--- config.mk ---
export PLATFORM = sky130hd
export DESIGN_NAME = store_write_buffer
export DESIGN_NICKNAME = d
export VERILOG_FILES = /design/src/rtl/store_write_buffer.sv
export SDC_FILE = /design/constraint.sdc
export NUM_CORES = 1
export LEC_CHECK = 0
export BUFFER_PORTS_ARGS = -buffer_cell sky130_fd_sc_hd__buf_4
export CAP_MARGIN = 20
export CORE_MARGIN = 4
export CORE_UTILIZATION = 45
export CTS_CLUSTER_DIAMETER = 60
export DETAILED_ROUTE_END_ITERATION = 16
export SETUP_SLACK_MARGIN = 0.05
export SKIP_LAST_GASP = 1
export SLEW_MARGIN = 40
export SYNTH_ARGS = -nofsm -noshare
export SYNTH_HDL_FRONTEND = slang
export SYNTH_SLANG_ARGS = --single-unit
--- constraint.sdc ---
create_clock -name clock -period 6.6 [get_ports clock]
set_input_delay 0.66 -clock clock [delete_from_list [all_inputs] [get_ports clock]]
set_output_delay 0.66 -clock clock [all_outputs]
set_load 0.1 [all_outputs]
--- src/rtl/store_write_buffer.sv ---
`default_nettype none
// ============================================================================
// Module      : store_write_buffer
// Description : M-stage store buffer. Captures valid stores into a small
//               FIFO, drains them in order to the data-memory write port
//               under a ready handshake, and forwards buffered data to
//               matching M-stage loads (youngest match wins).
// Revision    : 1.0 - initial release
// ============================================================================
module store_write_buffer #(
    parameter int DEPTH      = 4,
    parameter int ADDR_WIDTH = 12,
    parameter int DATA_WIDTH = 32
) (
    input  logic                         clock,
    input  logic                         reset,
    input  logic [31:0]                  instruction,
    input  logic                         valid_M,
    input  logic [ADDR_WIDTH-1:0]        address,
    input  logic [DATA_WIDTH-1:0]        data_in,
    output logic                         stall,
    output logic                         load_hit,
    output logic [DATA_WIDTH-1:0]        load_data,
    output logic                         mem_wren,
    output logic [ADDR_WIDTH-1:0]        mem_address,
    output logic [DATA_WIDTH-1:0]        mem_data,
    input  logic                         mem_ready,
    output logic [$clog2(DEPTH+1)-1:0]   count,
    output logic                         empty
);

    localparam int                 C_PTR_W    = $clog2(DEPTH);
    localparam int                 C_CNT_W    = $clog2(DEPTH + 1);
    localparam logic [4:0]         C_OP_STORE = 5'b00111;
    localparam logic [4:0]         C_OP_LOAD  = 5'b01000;
    localparam logic [C_CNT_W-1:0] C_FULL     = C_CNT_W'(DEPTH);

    // Entry storage and pointers
    logic [ADDR_WIDTH-1:0] addr_q  [DEPTH];
    logic [ADDR_WIDTH-1:0] addr_d  [DEPTH];
    logic [DATA_WIDTH-1:0] data_q  [DEPTH];
    logic [DATA_WIDTH-1:0] data_d  [DEPTH];
    logic [DEPTH-1:0]      valid_q;
    logic [DEPTH-1:0]      valid_d;
    logic [C_PTR_W-1:0]    head_q;
    logic [C_PTR_W-1:0]    head_d;
    logic [C_PTR_W-1:0]    tail_q;
    logic [C_PTR_W-1:0]    tail_d;
    logic [C_CNT_W-1:0]    count_q;
    logic [C_CNT_W-1:0]    count_d;

    logic                  w_is_store;
    logic                  w_is_load;
    logic                  w_empty;
    logic                  w_pop;
    logic                  w_push;
    logic [C_PTR_W-1:0]    w_fwd_idx;
    logic                  w_unused_instr;

    // Only the opcode field matters to this block
    assign w_unused_instr = ^instruction[26:0];

    // Decode the M-stage slot and derive the FIFO handshakes
    always_comb begin
        w_is_store = valid_M & (instruction[31:27] == C_OP_STORE);
        w_is_load  = valid_M & (instruction[31:27] == C_OP_LOAD);
        w_empty    = (count_q == '0);
        w_pop      = ~w_empty & mem_ready;
        // A full buffer still accepts a store when the head drains on the same edge
        w_push     = w_is_store & ((count_q < C_FULL) | w_pop);
        stall      = w_is_store & (count_q == C_FULL) & ~w_pop;
    end

    // Next-state computation for entries, pointers and occupancy
    always_comb begin
        addr_d  = addr_q;
        data_d  = data_q;
        valid_d = valid_q;
        head_d  = head_q;
        tail_d  = tail_q;
        count_d = count_q;
        // Pop is applied before push so a full pop+push on the same slot leaves it valid
        if (w_pop) begin
            valid_d[head_q] = 1'b0;
            head_d          = head_q + C_PTR_W'(1);
        end
        if (w_push) begin
            addr_d[tail_q]  = address;
            data_d[tail_q]  = data_in;
            valid_d[tail_q] = 1'b1;
            tail_d          = tail_q + C_PTR_W'(1);
        end
        if (w_push && !w_pop) begin
            count_d = count_q + C_CNT_W'(1);
        end else if (w_pop && !w_push) begin
            count_d = count_q - C_CNT_W'(1);
        end
    end

    // State registers with asynchronous clear; an in-flight write is simply dropped
    always_ff @(posedge clock or posedge reset) begin
        if (reset) begin
            addr_q  <= '{default: '0};
            data_q  <= '{default: '0};
            valid_q <= '0;
            head_q  <= '0;
            tail_q  <= '0;
            count_q <= '0;
        end else begin
            addr_q  <= addr_d;
            data_q  <= data_d;
            valid_q <= valid_d;
            head_q  <= head_d;
            tail_q  <= tail_d;
            count_q <= count_d;
        end
    end

    // Load forwarding: scan oldest to youngest so the youngest match is kept
    always_comb begin
        load_hit  = 1'b0;
        load_data = '0;
        w_fwd_idx = '0;
        if (w_is_load) begin
            for (int i = 0; i < DEPTH; i++) begin
                w_fwd_idx = head_q + C_PTR_W'(i);
                if (valid_q[w_fwd_idx] && (addr_q[w_fwd_idx] == address)) begin
                    load_hit  = 1'b1;
                    load_data = data_q[w_fwd_idx];
                end
            end
        end
    end

    // Memory port presents the head entry; zeroed when nothing is buffered
    always_comb begin
        mem_wren    = ~w_empty;
        mem_address = w_empty ? '0 : addr_q[head_q];
        mem_data    = w_empty ? '0 : data_q[head_q];
        count       = count_q;
        empty       = w_empty;
    end

endmodule
`default_nettype wire

Word level (Yosys, flattened, before mapping)
Cells that the tools add are included.
- $add $sub $neg: 6
- $mul: 0
- divide/modulo/power cells: 0
- magnitude comparators: 14
- equal/unequal tests: 7
- shift operators: 0
- mux-type cells: 58
- bitwise gates (word level): 17
- reduce and logical (&&, ||, !) cells: 13
- operators with widths (cell ; number):
    $mux 32 ; 15
    $bmux 32 s2 ; 4
    $bwmux 128 ; 1
    $mux 12 ; 10
    $bmux 12 s2 ; 4
    $demux 32 s2 ; 1
    $bwmux 48 ; 1
    $eq 12x12->1 ; 4
    $demux 12 s2 ; 1
    $ge 3x3->1 const B ; 5
    $lt 2x3->1 const B ; 5
    $not 2->3 ; 5
    $mux 1 ; 11
    $logic_and 1x1->1 ; 9
    $bmux 1 s2 ; 4
    $mux 4 ; 2
    $and 1x1->1 ; 6
    $mux 3 ; 2
    $eq 5x3->1 const B ; 1
    $eq 5x4->1 const B ; 1
    $add 2x1->2 const B ; 2
    $add 2x2->2 const B ; 2
    $and 4x4->4 ; 1
    $demux 1 s2 ; 2
    other kinds (13) ; 16
- flip-flop bits (word level): 187
- bits in latches: 0
- memory bits (writable): 0
- memory bits (read-only): 0
- memories kept: 0

Longest topological paths before layout
- word-level depth: 11
- mapped depth: 18
- gate-level depth less buffers: 9

Worst setup path after synthesis
Ideal clock, no wire load.
- path type: flip-flop to output port
- start point: register head_q[1]
- end point: output load_data[0]
- data arrival time: 5.177 ns
- required time: 5.940 ns
- setup slack: 0.763 ns
- stages on the path, launching flop included: 16
- path through: dfrtp_1 > buf_6 > buf_8 > buf_6 > buf_2 > buf_1 > inv_1 > ha_1 > buf_2 > buf_2 > mux4_2 > xor2_1 > nor3_1 > nand4_1 > clkbuf_1 > o221ai_1
- word-level cells in the longest chain between the ends: 11
- elaborated cells between the ends (all ways): 52
- classes of those cells: add/sub: 3; eq/ne: 4; mux: 37; bitwise: 4; reduce/logical: 4
- RTL lines (what ; line ; source):
    start: declaration ; 45 ; logic [C_PTR_W-1:0] head_q;
    start signal: assignment ; 106 ; head_q <= '0;
    start signal: assignment ; 113 ; head_q <= head_d;
    $add 2x1->2 or $not 2->3 (tied branches) ; 126, 127, 129 ;
    $not 2->3 (not written as such) or $bmux 12 s2 (tied branches) ; 127, 129 ;
    $bmux 12 s2 or $mux 12 (tied branches) ; 127 ; if (valid_q[w_fwd_idx] && (addr_q[w_fwd_idx] == address)) begin
    $mux 12 (not written as such) ; 127 ;
    $mux 12 (not written as such) or $eq 12x12->1 (tied branches) ; 127 ;
    $eq 12x12->1 or $logic_and 1x1->1 (tied branches) ; 127 ;
    $logic_and 1x1->1 or $mux 32 (tied branches) ; 127 ;
    $mux 32 (2 in a row) ; 127 ;
    $mux 32 * ; 127 ;
    $mux 32 * ; 124 ; if (w_is_load) begin
    end: declaration ; 23 ; output logic [DATA_WIDTH-1:0] load_data,
Mark *: on every way between the ends. The rest lies on a longest branch, timed or not. The select of a mux whose other input is x is not followed.

Worst setup path in the final report
Same ends and word-level chain as after synthesis.

==> impl_metrics.py <==
metrics = {
    "finish": {
        "layout-drive-gt1-share_pct": 50.7,
        "area.growth.synth_to_final_pct": 13.1,
        "antenna_cells": 0,
        "instances_no_fill": 1589,
        "final_common_cell": "dfrtp_1",
        "layout.cells.most_common_list": "185 x dfrtp_1, 171 x mux2_2, 159 x mux4_2",
        "nNetsFinal": 1264,
    },
    "critical_path": {
        "cp_slowest_stage_delay_ns": 0.58,
        "start_kind": "flip-flop",
        "worstPathMaxFanout": 61,
        "cp_data_arrival_time_ns": 4.60,
        "cp.required_ns": 5.94,
        "reg2reg_depth": 8,
        "crit_slowest_cell": "ha_4",
        "crit_type": "reg -> out",
        "crit_chain": "inv_1 -> ha_4 -> buf_12 -> mux4_2 -> xnor2_1 -> nand4_1 -> nor2_1 -> nand4_1 -> buf_4 -> o221ai_1 -> buf_4",
        "end_kind": "primary output",
    },
    "hold_path": {
        "hold_class": "in -> async",
    },
    "clocking": {
        "clk_pin_slew_worst_paths_ns": 0.08,
        "cts_tree": "yes",
        "post-cts-setup-buffer-count": 0,
        "ctsResizeCount": 0,
        "ctsHtreeMaxLevel": 4,
        "cts.sinks": 187,
        "cts_root_buf": "clkbuf_16",
        "cts_buffers": 17,
        "clkLatencyLatePin_ns": 0.45,
        "hold_buffers": 0,
        "clock_path_buffers": 2,
    },
    "sta": {
        "setup_viol": 0,
        "holdWs_ns": 0.326,
        "tightest_slew_ns": 0.798,
        "fin_crit_sh_pct": 79.6,
        "final-hold-violation-count": 0,
        "final-max-slew-violation-count": 0,
        "layout_min_cycle_time_ns": 5.26,
        "fin_setup_tns_ns": 0,
        "fin_skew_ns": 0.0134,
        "slew_headroom_pct": 46.8,
        "rsz0062_at_grt": "false",
        "clock.fmax_mhz": 190,
    },
    "pwr": {
        "seqPwrFrac_pct": 25.0,
        "clkPwrFrac_pct": 18.3,
        "p_sw_w": 0.00278,
        "ir_drop_mv": 0.452,
        "p_leak_nw": 7.06,
        "power_density_mw_per_mm2": 378,
        "p_comb_share_pct": 56.7,
        "switching_share_pct": 45.3,
        "p_int_w": 0.00335,
    },
    "route": {
        "routed_wl_um": 37200,
        "ant_nets": 0,
        "num_vias": 9918,
        "drt-wirelength-per-cell_um": 23.4,
        "drc": 0,
        "first_pass_iters": 5,
        "dr.first_iter.drc_count": 588,
        "via_per_inst": 6.24,
    },
    "yosys": {
        "ys_ff_latch": 187,
        "yosys.area_share.simple_pct": 7.91,
        "synthArstFlopShare_pct": 100,
        "synth_enable_flop_cells": 0,
        "syn-num-nets": 1191,
        "yosysUniqueCellTypes": 60,
        "synthCells": 1101,
        "ys_seq_area_share_pct": 32.6,
        "synth_compound_area_share_pct": 6.12,
        "synth_fa_ha_area_share_pct": 0.925,
        "synth_top_family_by_area": "multiplexers",
        "syn_area_per_cell_um2": 13.0,
        "muxShareOfSynthArea_pct": 43.4,
        "ys.flop_type": "dfrtp_1",
        "syn_area_mm2": 0.0143,
        "ys.warnings.count": 0,
        "synth_xor_area_share_pct": 2.93,
    },
    "global_routing": {
        "grt_max_degree": 126,
        "grt_overflow_total": 0,
        "grt_pass1_vias": 10100,
        "grt_pass1_wl_um": 60100,
        "grt_usage_pct": 21.7,
        "antenna_found_initial": 0,
    },
    "floorplanning": {
        "die_y_um": 187,
        "io_pins": 163,
        "initial_core_util_pct": 45.6,
        "core_area_mm2": 0.0315,
        "rows": 65,
        "die_width_um": 187,
        "dieArea_mm2": 0.0348,
    },
    "placement": {
        "routabilityCongestion": 0.825,
        "place_inst": 1557,
        "hpwl_um": 22900,
        "port_buffers": 135,
    },
    "outcome": {
        "outcome": "finished, final reports clean",
    },
    "run": {
        "max_cap_violations": 0,
    },
}
## synth_stat cells, drive strengths merged, types with 5 or more instances
library cell / n / area share, %
and2: 8 / 0.35
o221ai: 34 / 3.4
ha: 9 / 0.79
o21ai: 16 / 0.56
mux2i: 67 / 4.7
inv: 74 / 1.9
mux2: 173 / 14
mux4: 160 / 25
nor3: 32 / 2.1
dfrtp: 187 / 33
nand4: 40 / 1.8
a21oi: 5 / 0.20
xnor2: 34 / 2.1
nor2: 43 / 1.1
xor2: 14 / 0.85
o211ai: 5 / 0.26
nand2: 43 / 1.1
clkbuf: 48 / 1.3
buf: 57 / 2.9
and3: 5 / 0.22
nand3: 9 / 0.31
## critical path, delay by kind of cell, from the launching register on
family,cells,cell delay [ns]
multiplexers,1,0.57
flip-flops,1,0.42
buffers and inverters,4,1.24
AND/OR/NAND/NOR,3,0.69
AO/OA/AOI/OAI,1,0.36
adder cells (fa/ha/maj),1,0.58
XOR/XNOR,1,0.26
## metrics by stage
step	power, W	util (%)	area (um2)	setup WS [ns]
2_1_floorplan	0.00444	-	14300	0.763
6_report	0.00613	51.5	16200	1.34
3_5_place_dp	0.00506	49.5	15600	1.78
3_3_place_gp	0.00501	49.4	15600	1.81
4_1_cts	0.00620	51.5	16200	1.29
5_1_grt	0.00648	51.5	16200	1.14
## power groups by stage
| stage | Clock [W] | Sequential, W | Combinational, W |
|---|---|---|---|
| final | 0.00112 | 0.00153 | 0.00347 |
| after global routing | 0.00120 | 0.00157 | 0.00372 |
| after CTS | 0.00115 | 0.00153 | 0.00352 |
| after detailed placement | 0 | 0.00155 | 0.00352 |
| after global placement | 0 | 0.00154 | 0.00347 |
| after floorplan | 0 | 0.00155 | 0.00289 |
## final cells by class
type | count | area [um2]
fill | 2732 | 15300
multi-input combinational | 735 | 8840
sequential | 187 | 4690
timing repair buffer | 159 | 1270
tap | 402 | 503
clock buffer | 19 | 443
inverter | 74 | 290
clock inverter | 13 | 180
## worst paths after layout
kind | slack (ns) | endpoint | start
max in group asynchronous | 5.21 | addr_q[3] | reset
min | 0.33 | data_q[90] | reset
min reg2reg | 0.53 | count[2] | count[2]
max reg2reg | 3.99 | count[2] | count[0]
max | 1.34 | load_data[0] | head_q[1]
min in group clock | 0.47 | data_q[90] | data_in[26]
## flip-flops by register name, summed over array words and instances, names as in the netlist
signal   flops
addr_q      48
count        3
data_q     128
head_q       2
tail_q       2
valid_q      4
## cells by family after synthesis
logic type | count (synthesis)
xor+xnor | 48
buf+inv | 179
flops | 187
fa+ha+maj | 10
compound gates | 83
mux | 400
simple gates | 194
## layer usage
| metal | vias to the layer above | track usage (%) | wire (um) |
|---|---|---|---|
| met5 | - | 0 | 0 |
| met3 | 37 | 4.23 | 1730 |
| met2 | 255 | 35.2 | 18300 |
| met4 | 0 | 5.52 | 670 |
| met1 | 5225 | 30.4 | 16500 |
| li1 | 4401 | - | - |
Power figures use the tool's default switching activity.
